[src/rtl/apv_event_builder_if.sv]
// Output word stream of one APV channel event builder toward the MPD event
// merger: a 32-bit word qualified by OUT_VALID and accepted with OUT_READY.
interface apv_event_builder_if;
    logic [31:0] OUT_DATA;
    logic        OUT_VALID;
    logic        OUT_READY;

    modport master (output OUT_DATA, output OUT_VALID, input OUT_READY);
    modport slave  (input OUT_DATA, input OUT_VALID, output OUT_READY);
endinterface

[src/rtl/apv_event_builder.sv]
// Per-channel APV frame builder. Pops one frame (header, N_SAMPLES analog
// words, trailer) from the channel data FIFO, checks its format, subtracts
// the frame baseline from each sample and packs two samples per 32-bit word
// on a valid/ready stream.
// Build option BASELINE_SUB_EN: when defined, the baseline comes from the
// show-ahead mean FIFO, a frame starts only once the mean FIFO holds an
// entry, and the entry is popped after the frame. When undefined, samples
// pass through unsubtracted and the mean FIFO ports are ignored.
module apv_event_builder #(
    parameter int N_SAMPLES = 128,
    parameter int CH_ID_W   = 4
) (
    input  logic               CLK,
    input  logic               RSTb,
    input  logic               ENABLE,
    input  logic [CH_ID_W-1:0] CH_ID,
    input  logic               ERR_CLR,
    input  logic [12:0]        DATA_IN,
    input  logic               DATA_EMPTY,
    output logic               DATA_RD,
    input  logic               ONE_MORE_EVENT,
    input  logic [11:0]        MEAN,
    output logic               RD_NEXT_MEAN,
    apv_event_builder_if.master out_if,
    output logic               BUSY,
    output logic               FRAME_ERR,
    output logic [7:0]         ERR_CNT
);

    typedef enum logic [3:0] {
        IDLE, RD_HDR, CAP_HDR, RD_EVN, CAP_EVN,
        RD_ODD, CAP_ODD, RD_TRL, CAP_TRL, POP
    } state_t;

    localparam int               CNT_W     = $clog2(N_SAMPLES + 1);
    localparam logic [CNT_W-1:0] LAST_PAIR = CNT_W'(N_SAMPLES - 2);

    state_t             state;
    state_t             state_nx;
    logic [CNT_W-1:0]   cnt;
    logic [11:0]        mean_q;
    logic signed [13:0] d0_p1;
    logic signed [13:0] d1;
    logic [3:0]         ch_tag;
    logic               start;
    logic               rd_ok;
    logic               load;
    logic [31:0]        load_word;

    // Sample minus baseline; the 14-bit result always fits (-4095..8191).
    function automatic logic signed [13:0] base_sub(input logic [12:0] s,
                                                    input logic [11:0] m);
        logic signed [13:0] a;
        logic signed [13:0] b;
        a = signed'({1'b0, s});
        b = signed'({2'b00, m});
        return a - b;
    endfunction

    assign ch_tag = 4'(CH_ID);

    // Only one word may be in flight: read when data exists and the output
    // register is empty or being drained this cycle.
    assign rd_ok = !DATA_EMPTY && (!out_if.OUT_VALID || out_if.OUT_READY);

`ifdef BASELINE_SUB_EN
    assign start = ENABLE && ONE_MORE_EVENT;

    // Freeze the baseline of the frame about to start for its whole duration
    always_ff @(posedge CLK) begin
        if (state == IDLE && start) begin
            mean_q <= MEAN;
        end
    end
`else
    logic unused_inputs;

    assign start         = ENABLE && !DATA_EMPTY;
    assign mean_q        = 12'h000;
    assign unused_inputs = ^{ONE_MORE_EVENT, MEAN};
`endif

    assign d1 = base_sub(DATA_IN, mean_q);

    // Hold the even sample's difference until its odd partner arrives
    always_ff @(posedge CLK) begin
        if (state == CAP_EVN) begin
            d0_p1 <= d1;
        end
    end

    // State register
    always_ff @(posedge CLK or negedge RSTb) begin
        if (!RSTb) begin
            state <= IDLE;
        end else begin
            state <= state_nx;
        end
    end

    // Next-state logic: every read state waits for its read, then captures
    always_comb begin
        state_nx = state;
        case (state)
            IDLE:    if (start) state_nx = RD_HDR;
            RD_HDR:  if (rd_ok) state_nx = CAP_HDR;
            CAP_HDR: state_nx = RD_EVN;
            RD_EVN:  if (rd_ok) state_nx = CAP_EVN;
            CAP_EVN: state_nx = RD_ODD;
            RD_ODD:  if (rd_ok) state_nx = CAP_ODD;
            CAP_ODD: state_nx = (cnt == LAST_PAIR) ? RD_TRL : RD_EVN;
            RD_TRL:  if (rd_ok) state_nx = CAP_TRL;
`ifdef BASELINE_SUB_EN
            CAP_TRL: state_nx = POP;
`else
            CAP_TRL: state_nx = IDLE;
`endif
            POP:     state_nx = IDLE;
            default: state_nx = IDLE;
        endcase
    end

    // Output decode: FIFO strobes, format checks and the word to load
    always_comb begin
        DATA_RD      = 1'b0;
        RD_NEXT_MEAN = 1'b0;
        FRAME_ERR    = 1'b0;
        load         = 1'b0;
        load_word    = 32'h0;
        BUSY         = (state != IDLE);
        case (state)
            RD_HDR, RD_EVN, RD_ODD, RD_TRL: DATA_RD = rd_ok;
            CAP_HDR: begin
                load      = 1'b1;
                load_word = {4'h8, ch_tag, 12'h000, DATA_IN[11:0]};
                FRAME_ERR = DATA_IN[12] || (DATA_IN[11:9] != 3'b111);
            end
            CAP_ODD: begin
                load      = 1'b1;
                load_word = {2'b00, d1, 2'b00, d0_p1};
            end
            CAP_TRL: begin
                load      = 1'b1;
                load_word = {4'hC, ch_tag, mean_q, DATA_IN[7:0], 4'h0};
                FRAME_ERR = |DATA_IN[12:8];
            end
`ifdef BASELINE_SUB_EN
            POP:     RD_NEXT_MEAN = 1'b1;
`endif
            default: ;
        endcase
    end

    // Sample counter, two samples per packed word, restarted in IDLE
    always_ff @(posedge CLK or negedge RSTb) begin
        if (!RSTb) begin
            cnt <= '0;
        end else if (state == IDLE) begin
            cnt <= '0;
        end else if (state == CAP_ODD) begin
            cnt <= cnt + CNT_W'(2);
        end
    end

    // Output register: load on capture, hold under backpressure, clear on drain
    always_ff @(posedge CLK or negedge RSTb) begin
        if (!RSTb) begin
            out_if.OUT_DATA  <= 32'h0;
            out_if.OUT_VALID <= 1'b0;
        end else if (load) begin
            out_if.OUT_DATA  <= load_word;
            out_if.OUT_VALID <= 1'b1;
        end else if (out_if.OUT_VALID && out_if.OUT_READY) begin
            out_if.OUT_DATA  <= 32'h0;
            out_if.OUT_VALID <= 1'b0;
        end
    end

    // Saturating format-error counter; a clear wins over a same-cycle error
    always_ff @(posedge CLK or negedge RSTb) begin
        if (!RSTb) begin
            ERR_CNT <= 8'h00;
        end else if (ERR_CLR) begin
            ERR_CNT <= 8'h00;
        end else if (FRAME_ERR && ERR_CNT != 8'hFF) begin
            ERR_CNT <= ERR_CNT + 8'h01;
        end
    end

endmodule

[src/flat_wrapper.sv]
// flat-port wrapper written by rule: the top's interface ports become plain ports
module apv_event_builder_flat 
#(
    parameter int N_SAMPLES = 128,
    parameter int CH_ID_W   = 4
)
  (CLK, RSTb, ENABLE, CH_ID, ERR_CLR, DATA_IN, DATA_EMPTY, DATA_RD, ONE_MORE_EVENT, MEAN, RD_NEXT_MEAN, BUSY, FRAME_ERR, ERR_CNT, out_if_OUT_DATA, out_if_OUT_VALID, out_if_OUT_READY);
  apv_event_builder_if out_if_i ();
  input  logic CLK;
  input  logic RSTb;
  input  logic ENABLE;
  input  logic [CH_ID_W-1:0] CH_ID;
  input  logic ERR_CLR;
  input  logic [12:0] DATA_IN;
  input  logic DATA_EMPTY;
  output logic DATA_RD;
  input  logic ONE_MORE_EVENT;
  input  logic [11:0] MEAN;
  output logic RD_NEXT_MEAN;
  output logic BUSY;
  output logic FRAME_ERR;
  output logic [7:0] ERR_CNT;
  output wire logic [$bits(out_if_i.OUT_DATA)-1:0] out_if_OUT_DATA;
  output wire logic [$bits(out_if_i.OUT_VALID)-1:0] out_if_OUT_VALID;
  input wire logic [$bits(out_if_i.OUT_READY)-1:0] out_if_OUT_READY;
  assign out_if_OUT_DATA = out_if_i.OUT_DATA;
  assign out_if_OUT_VALID = out_if_i.OUT_VALID;
  assign out_if_i.OUT_READY = out_if_OUT_READY;
  apv_event_builder #(.N_SAMPLES(N_SAMPLES), .CH_ID_W(CH_ID_W)) u_core (.CLK(CLK), .RSTb(RSTb), .ENABLE(ENABLE), .CH_ID(CH_ID), .ERR_CLR(ERR_CLR), .DATA_IN(DATA_IN), .DATA_EMPTY(DATA_EMPTY), .DATA_RD(DATA_RD), .ONE_MORE_EVENT(ONE_MORE_EVENT), .MEAN(MEAN), .RD_NEXT_MEAN(RD_NEXT_MEAN), .out_if(out_if_i), .BUSY(BUSY), .FRAME_ERR(FRAME_ERR), .ERR_CNT(ERR_CNT));
endmodule
[config.mk]
export PLATFORM = sky130hd
export DESIGN_NAME = apv_event_builder_flat
export DESIGN_NICKNAME = d
export VERILOG_FILES = /design/src/rtl/apv_event_builder_if.sv /design/src/rtl/apv_event_builder.sv /design/src/flat_wrapper.sv
export SDC_FILE = /design/constraint.sdc
export NUM_CORES = 1
export LEC_CHECK = 0
export ABC_AREA = 1
export BUFFER_PORTS_ARGS = -buffer_cell sky130_fd_sc_hd__clkbuf_2
export CORE_ASPECT_RATIO = 0.9
export CORE_MARGIN = 1
export CORE_UTILIZATION = 35
export CTS_BUF_LIST = sky130_fd_sc_hd__clkbuf_8
export CTS_CLUSTER_DIAMETER = 30
export DETAILED_ROUTE_END_ITERATION = 6
export GPL_ROUTABILITY_DRIVEN = 0
export PLACE_DENSITY = 0.68
export SETUP_SLACK_MARGIN = 0.1
export SYNTH_ARGS = -nofsm -noshare
export SYNTH_HDL_FRONTEND = slang
export SYNTH_SLANG_ARGS = --single-unit
[constraint.sdc]
create_clock -name CLK -period 2 [get_ports CLK]
set_input_delay 0.6 -clock CLK [delete_from_list [all_inputs] [get_ports CLK]]
set_output_delay 0.6 -clock CLK [all_outputs]
set_load 0.01 [all_outputs]
Yosys cells after proc, flatten, opt, wreduce, memory -nomap -nowiden. Index checks and enable logic that the tools add are counted.

Add/sub/neg operators: 2. $mul: 0. Div/mod/pow operators: 0. Order comparisons: 0. Eq/ne operators: 16. Shift-type cells: 0. Mux-type cells: 19. Bitwise logic cells: 0. Reduce and logical (&&, ||, !) cells: 17.

Operators with widths (number): case mux 32 bit (3 select lines) (1); two-way mux 32 bit (2); two-way mux 8 bit (4); case mux 4 bit (8 select lines) (1); two-way mux 4 bit (5); == test 4 x 3 -> 1 bit (second input constant) (4); != test 2 x 1 -> 1 bit (second input constant) (5); adder 8 x 1 -> 8 bit (second input constant) (1); adder 8 x 2 -> 8 bit (second input constant) (1); == test 4 x 2 -> 1 bit (second input constant) (2); == test 8 x 7 -> 1 bit (second input constant) (1); != test 8 bit (second input constant) (1); nonzero test 2 bit (3); AND reduction 5 bit (1); OR reduction 5 bit (1); == test 4 x 1 -> 1 bit (second input constant) (1); == test 4 bit (second input constant) (1); logical AND 1 bit (4); zero test 4 bit (1); two-way mux 1 bit (4); nonzero test 4 bit (1); OR reduction 4 bit (1); two-way mux 3 bit (1); != test 3 bit (second input constant) (1); 4 further kinds (6).

Bits in registers: 66. Bits in latches: 0. Bits in writable memories: 0. Memory bits (read-only): 0. Input port bits: 36. Output and inout bits: 45. Memories kept: 0.

Logic depth before layout (Yosys ltp). Gate-level depths: netlist of run 1.

Depth in word-level cells: 6. Depth in mapped cells: 9.

Worst setup path before layout of run 1. Ideal clock, no wire load.

Path kind: in2out. Start point: in DATA_EMPTY. End point: out DATA_RD. Arrival time: 1.033 ns. Setup slack: 0.367 ns. Stages: 2. Cell sequence: o21bai_1 > nor3_1.

Word-level cells in the longest chain between the ends: 3.

Ends and longest elaborated chain: start: declaration (line flat_wrapper.sv:15) `input logic DATA_EMPTY;`; zero test 1 bit (line apv_event_builder.sv:64) `assign rd_ok = !DATA_EMPTY && (!out_if.OUT_VALID || out_if.OUT_READY);`; logical AND 1 bit (line apv_event_builder.sv:64); two-way mux 1 bit (line apv_event_builder.sv:131) `case (state)`; end: declaration (line flat_wrapper.sv:16) `output logic DATA_RD;`.

No other way between the ends.

Worst setup path after layout of run 1.
Start point: reg u_core.state[0]. End point: out FRAME_ERR.

Word-level cells in the longest chain between the ends: 2. Elaborated cells on any way between the ends: 3. Those cells by class: 2 x eq/ne; 1 x mux.

Ends and longest elaborated chain: start: declaration (line apv_event_builder.sv:38) `state_t state;`; start signal: assignment (line apv_event_builder.sv:97) `state <= state_nx;`; == test 4 bit / == test 4 x 2 -> 1 bit (equally long branches) (line apv_event_builder.sv:131); case mux 1 bit (2 select lines) * (line apv_event_builder.sv:131); end: declaration (line flat_wrapper.sv:21) `output logic FRAME_ERR;`.

Every way passes the cells marked *; elsewhere a longest branch is shown, timed or not.

==> results of run 1 <==
[Yosys cell counts]
cell and n:
nand2_1 117, dfrtp_1 48, inv_1 31, nand3_1 26, nor2_1 23, o21ai_0 20
edfxtp_1 13, nand4_1 10, a21oi_1 9, buf_4 6, nor3_1 6, nand2_2 5
a22oi_1 4, inv_2 4, buf_6 3, ha_1 2, o211ai_1 2, o21bai_1 2
xor2_1 2, a21oi_4 1, buf_2 1, clkbuf_1 1, clkinv_1 1, conb_1 1
nand2_4 1, nand3_2 1, nor2_2 1, nor2_4 1
[through the flow]
step | setup WS [ns] | hold slack [ns] | instance area, um^2
2_1_floorplan | 0.367 | 0.304 | 2920
3_3_place_gp | 0.201 | 0.441 | 3360
3_5_place_dp | 0.210 | 0.447 | 3360
4_1_cts | 0.0662 | 0.237 | 3730
5_1_grt | 0.0362 | 0.254 | 3770
6_report | 0.105 | 0.240 | 3770
[report_power, final]
group          total [W]  internal, W  switching, W
clock            0.00136     0.000836      0.000528
combinational    0.00188     0.000738       0.00114
sequential       0.00178      0.00158      0.000192
total            0.00502      0.00316       0.00186
[cells by family (layout without fill, tap and decap cells)]
| logic type | count (synthesis) | after routing | synth area share, % |
|---|---|---|---|
| buf+inv | 47 | 137 | 7.68 |
| simple gates | 191 | 191 | 28.2 |
| compound gates | 38 | 38 | 7.64 |
| flops | 61 | 61 | 54.9 |
| fa+ha+maj | 2 | 2 | 0.863 |
| xor+xnor | 2 | 2 | 0.604 |
| other cells | 1 | 5 | 0.129 |
[timing repair]
item | in CTS | in global routing
gates resized for setup | 12 | 11
pin swaps | 5 | 8
buffers inserted | 11 | 1
endpoints found under the setup margin | 2 | 6
hold buffers | 0 | 0
[final cells by class]
| class | count | area, um^2 | share of cell area (%) |
|---|---|---|---|
| timing repair buffer | 85 | 520 | 13.8 |
| inverter | 36 | 138 | 3.65 |
| clock buffer | 9 | 124 | 3.29 |
| multi-input combinational | 238 | 1150 | 30.5 |
| sequential | 61 | 1590 | 42.3 |
| tap | 99 | 124 | 3.29 |
| clock inverter | 7 | 121 | 3.22 |
[cells in the final DEF, fill, tap and decap left out, drive strengths merged]
cell type and count:
o21bai 2, nand4 10, edfxtp 13, dfrtp 48, clkinv 2, nor2 25
clkbuf 69, a22oi 4, conb 5, nand2 123, buf 25, a21oi 10
xor2 2, bufinv 3, inv 38, o21ai 20, o211ai 2, ha 2
nor3 6, nand3 27
[path summary, 6_finish.rpt]
path | endpoint | slack [ns]
max | FRAME_ERR | 0.11
min | u_core.out_if.OUT_DATA[17] | 0.24
max reg2reg | u_core.out_if.OUT_DATA[26] | 0.24
min reg2reg | u_core.out_if.OUT_DATA[12] | 0.46
max in group asynchronous | u_core.state[3] | 1.53
min in group CLK | u_core.out_if.OUT_DATA[12] | 0.46
[registers in the layout, indices dropped and copies added (netlist names)]
register                 count
u_core.ERR_CNT               8
u_core.cnt                   7
u_core.d0_p1                13
u_core.out_if.OUT_DATA      28
u_core.out_if.OUT_VALID      1
u_core.state                 4
[metal layers]
metal  global-route usage (%)  part of all wire, %
met4                     5.92                 0.41
met1                     21.4                   46
met2                     28.7                   48
met3                     4.98                  5.3
met5                        0                    0
==> results.yml, run 1 <==
synth:
  yosysTopAreaCell: "dfrtp_1"
  avgSynthCellArea_um2: 8.48
  synth_warnings: 0
  synth_area_um2: 2900
  synth_cell_type_count: 28
  ys_top_cells_by_area: "dfrtp_1, nand2_1, edfxtp_1"
  yosysSeqAreaShare_pct: 54.9
  synth_top_area_share_pct: 41.4
  synthCells: 342
  ys_ff_latch: 61
finish:
  antennaDiodeCount: 0
  postLayoutCoreUtil_pct: 47.0
  final_cells: 535
  drive_above_1_share_pct: 29.1
  syn_to_final_growth_pct: 30.0
  fin_nets: 469
  fill_cells: 748
die:
  initial_core_util_pct: 36.1
  fp.dieW_um: 98.0
  die-area_um2: 8660
  num_rows: 31
  core-area_um2: 8030
  die_h_um: 88.4
  pin_count: 81
sta:
  rsz0062_at_grt: "yes"
  hold_viol: 0
  maxSlewHeadroom_pct: 48.7
  setup_viol: 0
  tightest_slew_ns: 0.768
  fmax_mhz: 528
  fin_worst_skew_ns: 0.00576
  final.setup.tns_ns: 0
  fin_crit_sh_pct: 94.7
  layout_min_cycle_time_ns: 1.89
  drv_slew: 0
routing:
  via_per_inst: 4.76
  drt_iter0_drc: 218
  drcViolationCount: 7
  wirelength_um: 7120
  wl_per_cell_um: 13.3
  dr.pass1.iters: 6
  ant_nets: 0
  vias: 2547
grt:
  grt_start_max_net_pins: 49
  grt_pass1_wl_um: 11500
  grt_pass1_vias: 2403
  grt.total_usage_pct: 17.1
  overflow: 0
  antenna_found_initial: 0
critical_path:
  worstPathMaxFanout: 3
  cpMostUsedCell: "nand2_2"
  crit_path_start_kind: "flop"
  cpMaxStageDelayCell: "dfrtp_1"
  critical_path_class: "reg -> out"
  cp.required_ns: 1.40
  path_depth: 6
  cp-end-kind: "output port"
  rr_worst_depth: 8
  arrival_ns: 1.29
  worst-path-buf-inv: 2
  critical_path.top_delay_family: "flip-flops"
  critical_path.max_stage_delay_ns: 0.39
  r2r_start: "u_core.state[1]"
  crit_chain: "inv_2 -> nand2_4 -> nor2_4 -> nand2_2 -> nand2_2 -> buf_6"
  worstSetupStartpoint: "u_core.state[0]"
job:
  cap_viol_max_count: 0
clock_tree:
  clock_sinks: 61
  clock_path_buffers: 2
  h-tree-depth: 3
  root_buffer: "clkbuf_8"
  cts_tree: "yes"
  worst_skew_pair.late_latency_ns: 0.34
  numCtsBuffers: 9
  clk_pin_slew_ns: 0.07
pwr:
  leakagePower_nw: 1.99
  totalPowerFinal_w: 0.00502
  power_density_nw_per_um2: 1330
  peakVddDrop_uv: 402
outcome:
  failed_checks: "design-rule violations"
  outcome: "finished with violations"
placed_design:
  io_buffer_count: 62
  hpwl_um: 4730
  dp_cells: 507
hold_path:
  hp-class: "in -> async"
Note: power is estimated with default switching activity, not from simulation.
==> run 2: changes to the inputs <==
PLACE_DENSITY = 0.7   (was 0.68)
clock period = 1.7 ns   (was 2 ns; I/O delays follow)
==> run 2 against run 1 <==
Net effect:
- the flow finishes with violations (design-rule violations, negative setup slack)
- non-clock buffer count up 4
- first-iteration DRC count down 16%
- final cell count up 0.93%
- critical path depth unchanged
- sequential share of layout area up 0.23 points
- sequential power up 18%
- combinational power up 22%
- via count up 4.9%
- power up 9.3%
- die area unchanged
- clock skew about the same
- critical path type unchanged
- critical endpoint unchanged
==> results.yml, run 2 (synthesized netlist as in run 1, its figures left out) <==
sta:
  holdWs_ns: 0.103
  fin_ws_ns: -0.137
  drv_slew: 0
  final.setup.tns_ns: -0.230
  hold_viol: 0
  fmax_mhz: 544
  setup_viol: 3
  fin_crit_sh_pct: 108
  layout_min_cycle_time_ns: 1.84
  rsz0062_at_grt: "yes"
  fin_worst_skew_ns: 0.00579
critical_path:
  worst-path-buf-inv: 2
  rr_worst_depth: 11
  crit_path_start_kind: "flop"
  cp-end-kind: "output port"
  crit_chain: "inv_2 -> nand2_4 -> nor2_4 -> nand2_1 -> nand2_2 -> buf_8"
  reg2reg_slack_ns: 0.18
  r2r_end: "u_core.ERR_CNT[6]"
  arrival_ns: 1.33
  cpMaxStageDelayCell: "dfrtp_2"
  r2r_start: "u_core.state[1]"
  critical_path.top_delay_family: "flip-flops"
  critical_path_class: "reg -> out"
  cp.required_ns: 1.19
  critical_path.max_stage_delay_ns: 0.45
  worstPathMaxFanout: 5
grt:
  grt_pass1_wl_um: 12000
  use_met2_pct: 28.7
  grtUsageMet1_pct: 23.4
  grt_pass1_vias: 2462
  antenna_found_initial: 0
  grt-busiest-layer: "met2"
  grt_start_max_net_pins: 29
  overflow: 0
  grt.total_usage_pct: 17.7
  use_met3_pct: 5.29
die:
  fp.dieW_um: 98.0
  core-area_um2: 8030
  die_h_um: 88.4
  num_rows: 31
  die-area_um2: 8660
  initial_core_util_pct: 36.1
  pin_count: 81
finish:
  final_cells: 540
  reg_top3: "u_core.out_if.OUT_DATA: 28 flops, u_core.d0_p1: 13 flops, u_core.ERR_CNT: 8 flops"
  antennaDiodeCount: 0
  final_cell_mix: "nand2_1, clkbuf_2, dfrtp_1, inv_1, nand3_1"
  postLayoutCoreUtil_pct: 46.7
  syn_to_final_growth_pct: 29.4
  fin_nets: 474
  largest-register: "u_core.out_if.OUT_DATA"
  drive_above_1_share_pct: 29.5
  fill_cells: 769
  largest_reg_flops: 28
  final_common_cell: "nand2_1"
routing:
  drcViolationCount: 6
  via_per_inst: 4.95
  wirelength_um: 7240
  vias: 2673
  ant_nets: 0
  dr.pass1.iters: 7
  drt_iter0_drc: 184
  wl_per_cell_um: 13.4
pwr:
  peakVddDrop_uv: 494
  power_density_nw_per_um2: 1460
  leakagePower_nw: 1.98
placed_design:
  dp_cells: 513
  io_buffer_count: 62
  hpwl_um: 5050
clock_tree:
  clk_pin_slew_ns: 0.07
  clock_sinks: 61
  worst_skew_pair.late_latency_ns: 0.33
  root_buffer: "clkbuf_8"
  cts_tree: "yes"
  h-tree-depth: 3
  numCtsBuffers: 9
  clock_path_buffers: 2
  ctsHoldBuffers: 0
job:
  cap_viol_max_count: 0
outcome:
  failed_checks: "design-rule violations, negative setup slack"
  outcome: "finished with violations"
hold_path:
  hp-class: "in -> async"
## run 2: cell count changes in the layout (fill, tap and decap cells not counted), moves of 2 or more
cell / previous run / this run
clkinv_2: 1 / 3
buf_8: 0 / 2
bufinv_16: 3 / 0
nand2_1: 113 / 115
buf_4: 21 / 23
inv_6: 2 / 0
## run 2: where the power goes
part           internal, W  leakage (nW)  switching, W
sequential         0.00187         0.756      0.000231
clock             0.000550        0.0907      0.000550
combinational     0.000938          1.13       0.00135
total              0.00336          1.98       0.00213
## run 2: layout make-up
type / count / area [um^2] / share of cell area [%]
inverter: 36 / 138 / 3.67
clock inverter: 6 / 30.0 / 0.800
tap: 99 / 124 / 3.30
multi-input combinational: 239 / 1150 / 30.8
timing repair buffer: 89 / 574 / 15.3
sequential: 61 / 1590 / 42.5
clock buffer: 10 / 138 / 3.67
## run 2: per-layer routing
metal  wire length, um  vias up
met5                 0        -
li1                  -     1289
met1              3210     1256
met2              3480      117
met3               488       11
met4                72        0
## run 2: what timing repair did
item / in CTS / in global routing
setup endpoints to repair: 3 / 19
resized for setup: 13 / 13
pin swaps: 3 / 9
gates cloned: 0 / 1
setup buffers: 6 / 4
hold endpoints to repair: 0 / 0
## run 2: how the worst max path moves through the flow
stage | start | endpoint | cells past startpoint
4_1_cts | u_core.state[1] | FRAME_ERR | 6
6_report | u_core.state[1] | FRAME_ERR | 6
5_1_grt | u_core.state[1] | FRAME_ERR | 6
2_1_floorplan | u_core.state[3] | u_core.d0_p1[0] | 3
3_3_place_gp | DATA_IN[9] | FRAME_ERR | 6
3_5_place_dp | DATA_IN[9] | FRAME_ERR | 6
## run 2: metrics by stage
| stage | area (um^2) | setup slack [ns] | power, W |
|---|---|---|---|
| 6_report | 3750 | -0.137 | 0.00549 |
| 3_5_place_dp | 3430 | 0.0675 | 0.00409 |
| 2_1_floorplan | 2920 | 0.117 | 0.00329 |
| 5_1_grt | 3750 | -0.190 | 0.00588 |
| 3_3_place_gp | 3430 | 0.0901 | 0.00404 |
| 4_1_cts | 3680 | -0.153 | 0.00539 |
## run 2: worst register-to-register path: stages (launching register included)
cell	delay (ns)
dfrtp_2	0.45
inv_2	0.10
nand2_4	0.08
nor2_4	0.10
nand2_1	0.07
nand2_2	0.09
buf_4	0.11
buf_4	0.14
nand2_4	0.08
nand2_2	0.10
nand2_1	0.08
nand2_1	0.06
